--- src/rtl/serializer_pkg.sv ---
// Shared types for the parallel-to-serial feeder.
// Included first by every serializer file.
package serializer_pkg;

  typedef enum logic [1:0] {
    ST_IDLE,
    ST_SHIFT,
    ST_GAP
  } ser_state_t;

  localparam int WORD_CNT_W = 16;

endpackage

--- src/rtl/bit_stream_serializer_if.sv ---
// Word-in / bit-out handshake bundle.
// slave = serializer, master = word producer.
interface bit_stream_serializer_if #(
  parameter int WIDTH = 8
);

  logic [WIDTH-1:0] in_data;
  logic             in_valid;
  logic             in_ready;
  logic             ser_bit;
  logic             ser_valid;
  logic             ser_last;

  modport master (
    output in_data,
    output in_valid,
    input  in_ready,
    input  ser_bit,
    input  ser_valid,
    input  ser_last
  );

  modport slave (
    input  in_data,
    input  in_valid,
    output in_ready,
    output ser_bit,
    output ser_valid,
    output ser_last
  );

endinterface

--- src/rtl/ser_shift_reg.sv ---
// Load/shift register with bit index; dout is the bit on the line.
// last flags the final bit of the loaded word.
module ser_shift_reg #(
  parameter int WIDTH     = 8,
  parameter bit MSB_FIRST = 1'b1
) (
  input  logic             clk,
  input  logic             reset_n,
  input  logic             load,
  input  logic             shift,
  input  logic [WIDTH-1:0] din,
  output logic             dout,
  output logic             last
);

  localparam int IW = (WIDTH > 1) ? $clog2(WIDTH) : 1;

  logic [WIDTH-1:0] sr;
  logic [IW-1:0]    idx;

  always_ff @(posedge clk or negedge reset_n) begin
    if (!reset_n) begin
      sr  <= '0;
      idx <= '0;
    end else if (load) begin
      sr  <= din;
      idx <= '0;
    end else if (shift) begin
      sr  <= MSB_FIRST ? (sr << 1) : (sr >> 1);
      idx <= idx + IW'(1);
    end
  end

  assign dout = MSB_FIRST ? sr[WIDTH-1] : sr[0];
  assign last = (idx == IW'(WIDTH - 1));

endmodule

--- src/rtl/bit_stream_serializer.sv ---
// Parallel word to serial bit stream with one-word holding register,
// optional inter-word gap and a wrapping completed-word counter.
module bit_stream_serializer
  import serializer_pkg::*;
#(
  parameter int WIDTH     = 8,
  parameter int GAP       = 0,
  parameter bit MSB_FIRST = 1'b1,
  parameter bit IDLE_BIT  = 1'b0
) (
  input  logic                  clk,
  input  logic                  reset_n,
  bit_stream_serializer_if.slave bus,
  output logic                  busy,
  output logic [WORD_CNT_W-1:0] word_count
);

  ser_state_t       state;
  ser_state_t       state_n;
  logic [3:0]       gap_cnt;
  logic [WIDTH-1:0] hold;
  logic [WIDTH-1:0] ld_data;
  logic             hold_full;
  logic             hold_full_n;
  logic             hold_wr;
  logic             accept;
  logic             bypass;
  logic             free;
  logic             load;
  logic             shift;
  logic             gap_end;
  logic             sh_bit;
  logic             sh_last;

  assign bus.in_ready = reset_n && !hold_full;
  assign accept       = bus.in_valid && bus.in_ready;

  assign gap_end = (state == ST_GAP) && (gap_cnt == 4'(GAP - 1));
  assign free    = (state == ST_IDLE)
                || (state == ST_SHIFT && sh_last && GAP == 0)
                || gap_end;

  always_comb begin
    state_n     = state;
    load        = free && (hold_full || accept);
    bypass      = free && !hold_full && accept;
    hold_wr     = accept && !bypass;
    ld_data     = bypass ? bus.in_data : hold;
    shift       = (state == ST_SHIFT) && !sh_last;
    hold_full_n = hold_full;
    if (hold_wr)
      hold_full_n = 1'b1;
    else if (free && hold_full)
      hold_full_n = 1'b0;
    unique case (1'b1)
      load:
        state_n = ST_SHIFT;
      free && !load:
        state_n = ST_IDLE;
      state == ST_SHIFT && sh_last && !free:
        state_n = ST_GAP;
      default:
        state_n = state;
    endcase
  end

  always_ff @(posedge clk or negedge reset_n) begin
    if (!reset_n) begin
      state      <= ST_IDLE;
      gap_cnt    <= '0;
      hold       <= '0;
      hold_full  <= 1'b0;
      word_count <= '0;
    end else begin
      state     <= state_n;
      gap_cnt   <= (state == ST_GAP) ? gap_cnt + 4'd1 : 4'd0;
      hold_full <= hold_full_n;
      if (hold_wr)
        hold <= bus.in_data;
      if (state == ST_SHIFT && sh_last)
        word_count <= word_count + 1'b1;
    end
  end

  ser_shift_reg #(
    .WIDTH     (WIDTH),
    .MSB_FIRST (MSB_FIRST)
  ) u_sr (
    .clk     (clk),
    .reset_n (reset_n),
    .load    (load),
    .shift   (shift),
    .din     (ld_data),
    .dout    (sh_bit),
    .last    (sh_last)
  );

  assign bus.ser_valid = (state == ST_SHIFT);
  assign bus.ser_last  = (state == ST_SHIFT) && sh_last;
  assign bus.ser_bit   = bus.ser_valid ? sh_bit : IDLE_BIT;
  assign busy          = (state != ST_IDLE) || hold_full;

endmodule

--- src/flat_wrapper.sv ---
// flat-port wrapper written by rule: the top's interface ports become plain ports
module bit_stream_serializer_flat import serializer_pkg::*;
#(
  parameter int WIDTH     = 8,
  parameter int GAP       = 0,
  parameter bit MSB_FIRST = 1'b1,
  parameter bit IDLE_BIT  = 1'b0
)
  (clk, reset_n, busy, word_count, bus_in_data, bus_in_valid, bus_in_ready, bus_ser_bit, bus_ser_valid, bus_ser_last);
  bit_stream_serializer_if #(.WIDTH(WIDTH)) bus_i ();
  input  logic clk;
  input  logic reset_n;
  output logic busy;
  output logic [WORD_CNT_W-1:0] word_count;
  input wire logic [$bits(bus_i.in_data)-1:0] bus_in_data;
  input wire logic [$bits(bus_i.in_valid)-1:0] bus_in_valid;
  output wire logic [$bits(bus_i.in_ready)-1:0] bus_in_ready;
  output wire logic [$bits(bus_i.ser_bit)-1:0] bus_ser_bit;
  output wire logic [$bits(bus_i.ser_valid)-1:0] bus_ser_valid;
  output wire logic [$bits(bus_i.ser_last)-1:0] bus_ser_last;
  assign bus_i.in_data = bus_in_data;
  assign bus_i.in_valid = bus_in_valid;
  assign bus_in_ready = bus_i.in_ready;
  assign bus_ser_bit = bus_i.ser_bit;
  assign bus_ser_valid = bus_i.ser_valid;
  assign bus_ser_last = bus_i.ser_last;
  bit_stream_serializer #(.WIDTH(WIDTH), .GAP(GAP), .MSB_FIRST(MSB_FIRST), .IDLE_BIT(IDLE_BIT)) u_core (.clk(clk), .reset_n(reset_n), .bus(bus_i), .busy(busy), .word_count(word_count));
endmodule
--- config.mk ---
export PLATFORM = sky130hd
export DESIGN_NAME = bit_stream_serializer_flat
export DESIGN_NICKNAME = d
export VERILOG_FILES = /design/src/rtl/serializer_pkg.sv /design/src/rtl/bit_stream_serializer_if.sv /design/src/rtl/ser_shift_reg.sv /design/src/rtl/bit_stream_serializer.sv /design/src/flat_wrapper.sv
export SDC_FILE = /design/constraint.sdc
export NUM_CORES = 1
export LEC_CHECK = 0
export ABC_AREA = 1
export BUFFER_PORTS_ARGS = -buffer_cell sky130_fd_sc_hd__buf_2
export CORE_MARGIN = 3
export CORE_UTILIZATION = 56
export CTS_BUF_LIST = sky130_fd_sc_hd__clkbuf_16
export CTS_CLUSTER_SIZE = 12
export DETAILED_ROUTE_END_ITERATION = 12
export PLACE_DENSITY = 0.79
export SLEW_MARGIN = 0
export SYNTH_ARGS = -nofsm -noshare
export SYNTH_HDL_FRONTEND = slang
export SYNTH_HIERARCHICAL = 1
export SYNTH_SLANG_ARGS = --single-unit
--- constraint.sdc ---
create_clock -name clk -period 2.3 [get_ports clk]
set_clock_uncertainty 0.15 [all_clocks]
set_input_delay 0.115 -clock clk [delete_from_list [all_inputs] [get_ports clk]]
set_output_delay 0.115 -clock clk [all_outputs]
set_load 0.05 [all_outputs]
==> results of run 1 <==
[worst min path at each step]
stage	slack [ns]	from	depth (start not counted)	to
global placement	0.12	reset_n	2	u_core/word_count[9]
detailed placement	0.11	reset_n	2	u_core/word_count[9]
floorplan	-0.33	reset_n	0	u_core/gap_cnt[0]
global route	0.07	bus_in_valid	3	u_core/hold_full
finish	0.06	bus_in_valid	3	u_core/hold_full
CTS	0.05	bus_in_valid	3	u_core/hold_full
[worst max-delay path, stage by stage (launching register included)]
cell	delay, ns
dfrtp_1	0.39
ha_1	0.20
ha_1	0.25
o21ai_2	0.21
nand2_4	0.06
o21ai_0	0.09
inv_1	0.20
nor2_4	0.27
nand2_1	0.09
nand3_1	0.07
[area by class of cell]
| type | count | area share (%) |
|---|---|---|
| clock buffer | 5 | 4.833 |
| clock inverter | 2 | 1.305 |
| inverter | 26 | 3.867 |
| multi-input combinational | 194 | 36.83 |
| sequential | 42 | 40.60 |
| tap | 46 | 2.223 |
| timing repair buffer | 43 | 10.34 |
[metrics by stage]
step / hold slack, ns / area [µm²] / power, W / std cells
global route: 0.06992 / 2589 / 0.002977 / 358
detailed placement: 0.1142 / 2340 / 0.002030 / 342
CTS: 0.05258 / 2589 / 0.002811 / 358
finish: 0.05953 / 2589 / 0.002794 / 358
global placement: 0.1207 / 2340 / 0.002001 / 342
floorplan: -0.3306 / 2135 / 0.001817 / 265
[Yosys cell counts]
library cell,number
a21oi_1,1
buf_4,1
buf_6,2
dfrtp_1,42
ha_1,4
inv_1,21
inv_2,4
inv_4,1
nand2_1,97
nand2_2,3
nand2_4,1
nand3_1,36
nand3_4,1
nand4_1,6
nor2_1,25
nor2_4,3
nor2_8,1
nor3_1,1
o21ai_0,4
o21ai_2,1
xnor2_1,5
xor2_1,5
[registers in the layout, summed over array words and instances (netlist names)]
signal             cells
u_core/word_count     16
u_core/hold            8
u_core/u_sr/sr         8
u_core/gap_cnt         4
u_core/u_sr/idx        3
u_core/state           2
u_core/hold_full       1
[logic make-up after synthesis]
| logic type | count (synthesis) | synth area share [%] |
|---|---|---|
| xor gates and xnor gates | 10 | 4.103 |
| AOI/OAI and AO/OA | 6 | 1.583 |
| buffers and inverters | 29 | 6.096 |
| and+or+nand+nor | 174 | 36.64 |
| adders and majority gates | 4 | 2.345 |
| DFF | 42 | 49.24 |
[power groups by stage]
| stage | logic (W) | clock network, W | registers [W] |
|---|---|---|---|
| after global routing | 0.00110 | 0.000802 | 0.00107 |
| after global placement | 0.000950 | 0 | 0.00105 |
| after CTS | 0.000990 | 0.000775 | 0.00105 |
| after floorplan | 0.000678 | 0 | 0.00114 |
| final | 0.000985 | 0.000763 | 0.00105 |
| after detailed placement | 0.000977 | 0 | 0.00105 |
[routing by layer]
| layer | track usage [%] | share of wire (%) | vias to the layer above |
|---|---|---|---|
| li1 | - | - | 928 |
| met1 | 32.12 | 48 | 861 |
| met2 | 35.24 | 46 | 46 |
| met3 | 3.993 | 4.3 | 5 |
| met4 | 8.354 | 1.3 | 0 |
| met5 | 0 | 0 | - |
==> summary by stage, run 1 <==
STA
The accumulated negative setup slack is 0 ns. The hold violation total from the final report is 0. After layout, the worst path uses 88.73% of the clock period. The shortest clock period the worst path allows after layout is between 2 and 2.5 ns. Setup violations remaining at the end of the flow were counted as 0. The number of max-slew violations in the final report is 0. In the post-route analysis, the smallest setup slack over all paths is ~0.26 ns. For the pin with the worst max-slew slack, the measured transition is ~0.52 ns. Timing would allow up to just under 500 MHz. Setup repair after global routing left no endpoint under its margin. The worst slew slack as a fraction of its limit is approximately 65%.

Final layout
The multi-input logic area is about 950 µm². Of the cells placed in the final design, the portion with a size suffix greater than 1 is approximately 18%. From synthesis to final layout, the design area changed by 21.28%. The count of antenna diodes in the layout is 0.

The filler cells instantiated in the layout total around 270. Measured on the finished design, the core utilization comes to 74.08%. Leaving out fill and tap cells, the most frequent cell in the layout is nand2_1.

In the layout the commonest cells are 97 x nand2_1, 42 x dfrtp_1, 36 x nand3_1, 31 x buf_2, 25 x nor2_1. Registers take roughly 1100 µm². The net count of the finished layout is ~330.

Place
During placement, the flow inserted port buffers numbering 31. The global placement routability congestion is 0.8062. Once detailed placement completed, the half-perimeter wirelength came to 3.123 mm. The placement-stage worst setup slack is approximately 0.27 ns.

CTS
After clock tree synthesis, the repair step resized 0 gates. Buffers added to address setup during post-CTS repair amount to 0. The clock edge transition at the registers on the reported setup and hold paths is roughly 0.06 ns. The clock passes through at most 2 buffers. The post-cts hold buffer count is 9.

The CTS tree is built. The tree built by TritonCTS fans out to 42 sinks. Clock tree synthesis selected as its root buffer the cell clkbuf_16. The clock buffer count from CTS is 5. The H-tree was split into 2 levels. Clock latency on the worst-skew pair, taken at its later pin, is about 0.28 ns.

Power
The internal portion of the total power is 0.001725 W. The portion of total power attributed to sequential cells is 37.5%. The power spent charging and discharging nets is 0.001069 W. The share of power burned in combinational logic is a little over a third.

Of the total power, the clock network draws a little over a quarter. The reported leakage power is approximately 1.4 nW. IR analysis of the VDD net gives a maximum drop of around 0.66 mV.

Of the total power, the share spent switching nets is around two fifths. For this design the ratio of total power to cell area is about 1100 nW/µm².

Worst setup path
The worst setup path endpoint is u_core/u_sr/sr[5]. The setup check on the worst reg-to-reg path leaves a slack of approximately 0.26 ns. Along the worst path, the maximum fanout reaches 10.

STA classifies the critical path startpoint as a register. The critical path capture point type is a register. The critical path is of the register to register type. The launch point of the worst reg-to-reg path is u_core/u_sr/idx[0]. The timing startpoint of the critical path is u_core/u_sr/idx[0]. The end of the worst register-to-register path is u_core/u_sr/sr[5].

The cell depth of the worst flop-to-flop path is 9. The critical path data required time is about 2.4 ns. Data on the critical path arrives at its endpoint at roughly 2.1 ns.

Logic synthesis
Yosys attributes the largest share of cell area to dfrtp_1 49%, nand2_1 17%, nand3_1 8.4%, nor2_1 4.4%, inv_1 3.7%. The synthesized netlist occupies a cell area of between 2000 and 2500 µm². Synthesis inferred 42 register bits. The synthesized design spends more area on one cell type than any other, namely dfrtp_1. The number of distinct library cells after synthesis is 22. Dividing the synthesized area by the synthesized cell count gives between 8 and 9 µm². The number of nets handed over by synthesis was 280. The synthesized design devotes to its leading area cell type between 40% and 50% of total area.

During synthesis, Yosys emitted a total of 6 warnings. The synthesized instance count is between 200 and 300. The sequential share of the synthesized area is about half.

Floorplanning
The die area is ~4600 µm². The number of I/O pins is 32. The core area is approximately 3500 µm². The effective utilization at floorplan is ~61%. The floorplan step set the die height to 67.74 µm. The die width is around 68 µm. The row count is 21.

Global route
The first-pass GRT wire length is around 7.7 mm. The initial antenna violation count is 0. The overall global routing resource usage is approximately 23%. The largest net degree at the start of global routing is 43. The number of global-route vias before repair is 1707. The total overflow left after global routing is 0.

Worst hold path
The class of the tightest hold or removal check is primary input to register.

Route
Dividing the detail-routed via count by the number of cells gives just over 5. In the final routed layout, each cell accounts on average for approximately 12 µm. The count of routing violations after the opening detailed-route iteration is between 100 and 150.

The number of vias after detailed routing is 1840. The count of nets left with antenna violations once routing finished came out at 0. The final layout contains routed wiring with a total length of between 4 and 5 mm.

For this run, the detailed router's first-pass iteration total came to 4. For this run, design rule violations remaining after detail routing come to 0.

Run status
The flow ran to the end, and the final reports show no timing, DRC or antenna violations.

Run
The number of max-capacitance violations reported is 0.
No activity file was read; power rests on OpenSTA's default activity.
==> run 2, diff against run 1 <==
--- a/config.mk
+++ b/config.mk
@@ -8,11 +8,11 @@
 export ABC_AREA = 1
 export BUFFER_PORTS_ARGS = -buffer_cell sky130_fd_sc_hd__buf_2
 export CORE_MARGIN = 3
-export CORE_UTILIZATION = 56
+export CORE_UTILIZATION = 60
 export CTS_BUF_LIST = sky130_fd_sc_hd__clkbuf_16
 export CTS_CLUSTER_SIZE = 12
 export DETAILED_ROUTE_END_ITERATION = 12
-export PLACE_DENSITY = 0.79
+export PLACE_DENSITY = 0.83
 export SLEW_MARGIN = 0
 export SYNTH_ARGS = -nofsm -noshare
 export SYNTH_HDL_FRONTEND = slang
==> constraint.sdc (replaced) <==
create_clock -name clk -period 2.45 [get_ports clk]
set_clock_uncertainty 0.15 [all_clocks]
set_input_delay 0.1225 -clock clk [delete_from_list [all_inputs] [get_ports clk]]
set_output_delay 0.1225 -clock clk [all_outputs]
set_load 0.05 [all_outputs]
==> run 2 against run 1 <==
Against the previous run: combinational power shrank 6.4%; critical path type unchanged; maximum frequency fell by 6.3%; global-route usage up 1.3 points; first-iteration DRC count decreased by 1.5%; sequential power is 6% lower; via count grew 2.1%; non-clock buffer count fell by 1; routed wire length is 2.2% higher; sequential cell count unchanged; utilization grew 2.3 points.
==> summary by stage, run 2 (same netlist as run 1, synthesis figures left out) <==
Global route
The number of global-route vias before repair is roughly 1700. The first global-routing pass estimated approximately 8 mm of wire. The initial antenna violation count is 0. The overall global routing resource usage is around 24%. The total congestion overflow is 0.

Entering global routing, the biggest net connects 43 pins.

Worst setup path
On the worst path, the slowest cell contributes a delay of 0.40 ns. The launching element type of the critical path is a register. At the worst endpoint, the required time is about 2.5 ns. The critical setup path kind is register to register. Data on the critical path arrives at its endpoint at between 2 and 2.5 ns. The highest fanout seen on the critical path is 13. The worst setup path is captured at a register. Among the stages of the critical path, the cell type that occurs most often is ha_1. The register-to-register setup slack is between 0.2 and 0.3 ns. The library cell contributing the largest single delay on the critical path is dfrtp_1. Traced cell by cell, the critical path runs through ha_1, ha_1, o21ai_2, nand2_4, o21ai_0, inv_1, nor2_4, nand2_1, nand3_1.

STA
The shortest clock period the worst path allows after layout is roughly 2.2 ns. Setup slack closes at 0.2721 ns. For the pin with the worst max-slew slack, the measured transition is ~0.5 ns. The period utilization is about nine tenths. The hold violation total from the final report is 0. Setup violations remaining at the end of the flow were counted as 0. In the final timing run, aggregate negative setup slack is 0 ns. Setup repair after global routing left no endpoint under its margin. Based on the critical path, the design can be clocked at up to roughly 460 MHz. Headroom to the max-slew limit came out at approximately 66%. The number of max-slew violations in the final report is 0.

Floorplanning
The height of the chip is between 60 and 70 µm. The core area is between 3000 and 4000 µm². After floorplanning, the core was divided into 21 placement rows. For this design the top-level I/O count stands at 32.

The die width is 65.65 µm. The effective utilization at floorplan is ~63%. The die covers 4309 µm².

CTS
The cell at the root of the clock tree is clkbuf_16. For the worst-skew pair, the clock arrives at the later sink with an insertion delay of between 0.2 and 0.3 ns. The H-tree was split into 2 levels. After clock tree synthesis, the clock-pin slew on the worst setup and hold paths is ~0.060 ns. The post-CTS setup-driven buffer insertion count is 0. The clock buffer count from CTS is 5. TritonCTS built the clock tree. The clock sink count is 42. The clock passes through at most 2 buffers.

Route
The average vias per placed instance is 5.249. The count of antenna-violating nets left after detailed routing is 0. The number of vias after detailed routing is 1879.

The first detailed-routing pass took 5 iterations. After detailed routing, the average wire length per cell comes to ~13 µm. After detailed routing, the total wire length is ~4.6 mm.

The detailed router finished its first iteration with ~130 violations. The detailed-route DRC error count is 0.

Final layout
The net count of the finished layout is roughly 330. The cell area after layout is between 2000 and 3000 µm². The number of antenna diodes in the final layout is 0.

The register with the most flip-flops is u_core/word_count. The flip-flop count of the largest register, all copies and words added is 16. The area growth from synthesis to layout is 21.22%. Cells with a size suffix above 1 make up between 10% and 20% of the layout. Leaving out fill and tap cells, the most frequent cells in the layout are 97 x nand2_1, 42 x dfrtp_1, 36 x nand3_1, 31 x buf_2, 25 x nor2_1. The layout has around 250 filler cells. The largest registers in the layout are u_core/word_count (16), u_core/hold (8), u_core/u_sr/sr (8).

The most common cell after layout, fill and taps aside is nand2_1.

Worst hold path
The class of the tightest hold or removal check is primary input to register.

Power
Sequential cells burn about 38% of the power. The reported leakage power is roughly 1.4 nW. The internal power is about 0.0016 W.

The power spent charging and discharging nets is between 0.001 and 0.0015 W. The share of power burned in combinational logic is a little over a third. The clock network power share is between 20% and 30%. The peak supply drop is roughly 0.66 mV. The power density over the cells is slightly above 1000 nW/µm². In this run switching power makes up between 30% and 40% of total power.

Run status
The flow ran to the end, and the final reports show no timing, DRC or antenna violations.

Place
After detailed placement, the total cell area comes to approximately 2300 µm². Summed over all nets, the half-perimeter wirelength after detailed placement is about 3.1 mm. The global placement routability congestion is approximately 0.83. The count of buffers inserted at the top-level ports is 31. Prior to clock tree synthesis, the placed netlist has a worst setup slack of between 0.2 and 0.3 ns.

Run
The number of max-capacitance violations reported is 0.
==> run 2: cell count changes in the layout (fill, tap and decap cells not counted), sizes merged <==
cell,delta
buf,-1
clkinv,+1
==> run 2: power by group through the flow <==
stage / sequential (W) / combinational, W / clock, W
final: 0.000990 / 0.000922 / 0.000730
after detailed placement: 0.000996 / 0.000896 / 0
after global routing: 0.00101 / 0.00103 / 0.000772
after global placement: 0.000992 / 0.000874 / 0
after CTS: 0.000986 / 0.000916 / 0.000737
after floorplan: 0.00107 / 0.000636 / 0
==> run 2: area by class of cell <==
type | count | area, µm² | share of cell area [%]
sequential | 42 | 1051 | 40.62
multi-input combinational | 194 | 953.4 | 36.85
tap | 46 | 57.56 | 2.224
timing repair buffer | 42 | 260.3 | 10.06
inverter | 26 | 100.1 | 3.868
clock buffer | 5 | 125.1 | 4.836
clock inverter | 3 | 40.04 | 1.547
==> run 2: stage by stage <==
step,instances,hold slack (ns),util [%],power (W)
floorplan,265,-0.3231,-,0.001706
global placement,341,0.1267,68.81,0.001866
detailed placement,341,0.1288,68.81,0.001892
CTS,358,0.07703,76.34,0.002639
global route,358,0.08919,76.34,0.002809
finish,358,0.08093,76.34,0.002641
==> run 2: worst max-delay path, delay by kind of cell, from the launching register on <==
family	cells	cell delay, ns
DFF	1	0.40
adders and majority gates	2	0.45
and+or+nand+nor	4	0.58
AOI/OAI and AO/OA	2	0.33
buffers and inverters	1	0.20
==> run 2: routing by layer <==
layer  GRT usage, %  share of wire [%]
met1          32.81                 44
met2          37.30                 50
met3          5.983                5.8
met4          8.549                1.2
met5              0                  0
==> run 2: path summary, 6_finish.rpt <==
check	cells after the start	startpoint	end
min in group asynchronous	3	reset_n	u_core/word_count[5]
min	3	bus_in_valid	u_core/hold_full
max	9	u_core/u_sr/idx[0]	u_core/u_sr/sr[1]
max reg2reg	9	u_core/u_sr/idx[0]	u_core/u_sr/sr[1]
min reg2reg	1	u_core/gap_cnt[0]	u_core/gap_cnt[0]
max in group asynchronous	3	reset_n	u_core/state[1]
==> run 2: timing repair <==
| item | 4_1_cts | 5_1_grt |
|---|---|---|
| resized for setup | 0 | 0 |
| hold buffers | 9 | 0 |
| endpoints found under the hold margin | 50 | 0 |
==> run 3, diff against run 2 <==
--- a/config.mk
+++ b/config.mk
@@ -6,15 +6,15 @@
 export NUM_CORES = 1
 export LEC_CHECK = 0
 export ABC_AREA = 1
+export ABC_CLOCK_PERIOD_IN_PS = 2450
 export BUFFER_PORTS_ARGS = -buffer_cell sky130_fd_sc_hd__buf_2
 export CORE_MARGIN = 3
-export CORE_UTILIZATION = 60
+export CORE_UTILIZATION = 61
 export CTS_BUF_LIST = sky130_fd_sc_hd__clkbuf_16
 export CTS_CLUSTER_SIZE = 12
 export DETAILED_ROUTE_END_ITERATION = 12
-export PLACE_DENSITY = 0.83
+export PLACE_DENSITY = 0.84
 export SLEW_MARGIN = 0
 export SYNTH_ARGS = -nofsm -noshare
 export SYNTH_HDL_FRONTEND = slang
-export SYNTH_HIERARCHICAL = 1
 export SYNTH_SLANG_ARGS = --single-unit
==> run 3 against run 2 <==
Against the previous run: count of clock-buffer cells in the layout unchanged; synthesized cell count up 1.9%; sequential cell count unchanged; critical path depth down 1; non-clock buffer count unchanged; critical path type unchanged; largest cell class unchanged.
==> summary by stage, run 3 <==
Floorplanning
32 I/O pins were placed. The floorplan step set the die width to ~66 µm. The floorplan step defined a die boundary enclosing approximately 4400 µm².

The die is 65.97 µm tall. The initial utilization of the core area, before any placement, comes to 64.71%. The row count is 21. The region available for standard cell placement spans around 3400 µm².

STA
The hold violation total from the final report is 0. The final hold slack is about 0.29 ns. The worst path meets setup with 0.4244 ns of slack.

The number of failing setup endpoints in the final timing report is 0. After layout, the worst path uses between 80 and 90% of the clock period. The worst path in the final design needs a cycle of a little over 2 ns, including I/O delays and setup. The highest clock rate is between 400 and 500 MHz. The actual slew at the worst max-slew pin is 0.5123 ns. Setup repair after global routing left no endpoint under its margin. The worst slew slack as a fraction of its limit is 65.84%.

The number of max-slew violations in the final report is 0. The accumulated negative setup slack is 0 ns.

Place
The count of buffers inserted at the top-level ports is 31. After legalization and detailed placement, the total HPWL measured 3.187 mm. The placement-stage worst setup slack is approximately 0.45 ns. The global placement routability congestion is roughly 0.83.

Logic synthesis
By area the synthesized netlist is led by dfrtp_1 48%, nand2_1 13%, nor2_1 5.3%, inv_1 5.0%, o211ai_1 4.1%. The number of distinct library cells after synthesis is 27. Ranked by instance count, the synthesized netlist is headed by 78 x nand2_1, 42 x dfrtp_1, 31 x nor2_1, 29 x inv_1, 13 x o21ai_0. After synthesis the netlist holds a flip-flop and latch count of between 40 and 50.

In the synthesized netlist the async set-or-reset flop fraction comes to 100.0%. The post-synthesis cell type with the largest combined area is dfrtp_1. By instance count, the leading cell after synthesis is nand2_1. For this run, the leading register cell type out of synthesis is dfrtp_1. The count of warnings emitted by yosys is 0. The synthesized area per cell is roughly 8 µm².

The sequential share of the synthesized area is 47.92%. The fraction of post-synthesis cell area in the top cell type by area is about 48%. Counting every net in the synthesized netlist gives around 290. The number of synthesized flops with an enable pin is 0. In the synthesized netlist, the number of instances is 270. Summing every instance area after synthesis gives around 2200 µm².

Worst setup path
The worst setup path is of the register to register kind. The top cell family by delay on the critical path is simple AND/OR/NAND/NOR gates. The critical path capture point type is a register. On the worst path, the slowest cell contributes a delay of around 0.38 ns. The critical path data required time is between 2 and 3 ns. The launching element type of the critical path is a register. The data arrival time of the critical path is 2.10 ns.

The library cell contributing the largest single delay on the critical path is dfrtp_1. The highest fanout seen on the critical path is 17. Together, buffers and inverters on the worst path number 1. The critical path goes through ha_1, ha_1, o21bai_2, nand2_2, nand2_2, nand2_1, o21a_1, inv_1.

Final layout
u_core.word_count holds more flip-flops than any other register. The number of nets in the layout is roughly 330. The largest registers in the layout are u_core.word_count (16), u_core.hold (8), u_core.u_sr.sr (8). The area growth from synthesis to layout is 18.77%. The post-route netlist has 18.15% of its cells at a drive strength greater than 1.

The count of antenna diodes in the layout is 0. The most common cell after layout, fill and taps aside is nand2_1. The register with the most flip-flops in the layout has 16 of them. The top cell types in the final layout, fill and taps aside, are 78 x nand2_1, 42 x dfrtp_1, 31 x nor2_1, 31 x inv_1, 31 x buf_2.

CTS
The longest clock path from root to sink contains 2 buffers. Counting every sink on the clock net gives 42. The H-tree generated during clock tree synthesis spans 2 levels. The CTS tree is built.

The clock edge transition at the registers on the reported setup and hold paths is around 0.050 ns. The clock buffer count from CTS is 5. Buffers added to address setup during post-CTS repair amount to 0.

The cell at the root of the clock tree is clkbuf_16. The worst-skew pair later-pin latency is around 0.28 ns.

Route
The first TritonRoute pass finished after 4 iterations. The detailed router placed around 1800 vias in this run. Dividing the detail-routed via count by the number of cells gives 5.106.

The detail route stage leaves a number of antenna-violating nets equal to 0. The post-detailed-routing wire length is about 4.4 mm. The detailed-route DRC error count is 0. After detailed routing, the average wire length per cell comes to roughly 12 µm. The count of routing violations after the opening detailed-route iteration is 130.

Global route
The first-pass GRT wire length is ~8 mm. The overall global routing resource usage is 24.09%. The total congestion overflow is 0. The largest net degree at the start of global routing is between 40 and 50.

The number of global-route vias before repair came to between 1500 and 2000. The initial antenna violation count was 0.

Worst hold path
The min-delay analysis places its worst path in the category primary input to register.

Power
The reported leakage power is 1.341 nW. The peak supply drop is approximately 0.6 mV. The power density over the cells is roughly 1000 nW/µm².

Run
Across the run, the number of max-cap violations was 0.

Run status
The flow ran to the end, and the final reports show no timing, DRC or antenna violations.
[run 3: cell types whose count changed in the layout (fill, tap and decap cells not counted), sizes merged, moves of 5 or more]
cell    delta
nor2       +8
inv        +8
o211ai    +12
o21ai     +13
a21oi      +8
nand4      -5
nand3     -29
nand2     -15
[run 3: tightest hold or removal path, stage by stage]
cell and delay [ns]:
buf_2 0.10, nand2_1 0.31, a21oi_1 0.13
[run 3: logic make-up (layout without fill, tap and decap cells)]
group,after synthesis,after routing,synth area share [%]
AO/OA/AOI/OAI,42,42,11.47
XOR/XNOR,9,9,3.594
adder cells (fa/ha/maj),4,4,2.282
buffers and inverters,37,81,7.244
flip-flops,42,42,47.92
AND/OR/NAND/NOR,136,136,27.50
[run 3: area by class of cell]
| type | instances | area, µm² |
|---|---|---|
| flip-flops and latches | 42 | 1051 |
| multi-input cells | 191 | 983.4 |
| fillers | 222 | 784.5 |
| repair buffers | 42 | 260.3 |
| clock buffers | 5 | 125.1 |
| inverters | 32 | 120.1 |
| well taps | 46 | 57.56 |
| clock inverters | 2 | 7.507 |
[run 3: what timing repair did]
item | in CTS | in global routing
endpoints found under the hold margin | 50 | 0
gates resized for setup | 0 | 0
hold buffers | 9 | 0
[run 3: routing by layer]
layer | wire length (µm) | part of all wire, % | vias up | track usage (%)
met5 | 0 | 0 | - | 0
met2 | 2156 | 49 | 44 | 40.93
met4 | 159 | 3.6 | 0 | 14.21
met3 | 163 | 3.7 | 16 | 3.741
met1 | 1920 | 44 | 838 | 28.70
li1 | - | - | 940 | -
[run 3: worst paths after layout]
path,startpoint,end,slack (ns),depth (start not counted)
worst max-delay path,u_core.u_sr.idx[0],u_core.u_sr.idx[1],0.42,8
worst min-delay path,bus_in_valid,u_core.hold_full,0.29,3
worst max register to register,u_core.u_sr.idx[0],u_core.u_sr.idx[1],0.42,8
worst min register to register,u_core.gap_cnt[0],u_core.gap_cnt[0],0.32,1
max in group asynchronous,reset_n,u_core.u_sr.sr[6],1.47,3
min in group asynchronous,reset_n,u_core.word_count[8],0.33,3
[run 3: where the power goes]
part	internal [W]	total, W	switching, W
combinational	0.000338	0.00108	0.000739
clock	0.000363	0.000597	0.000233
sequential	0.000896	0.00102	0.000127
[run 3: per-stage QoR]
stage / instances / instance area [µm²] / total power [W] / utilization [%]
floorplan: 270 / 2193 / 0.001888 / -
global placement: 344 / 2382 / 0.002060 / 70.28
detailed placement: 344 / 2382 / 0.002092 / 70.28
CTS: 360 / 2605 / 0.002714 / 76.85
global route: 360 / 2605 / 0.002920 / 76.85
finish: 360 / 2605 / 0.002697 / 76.85
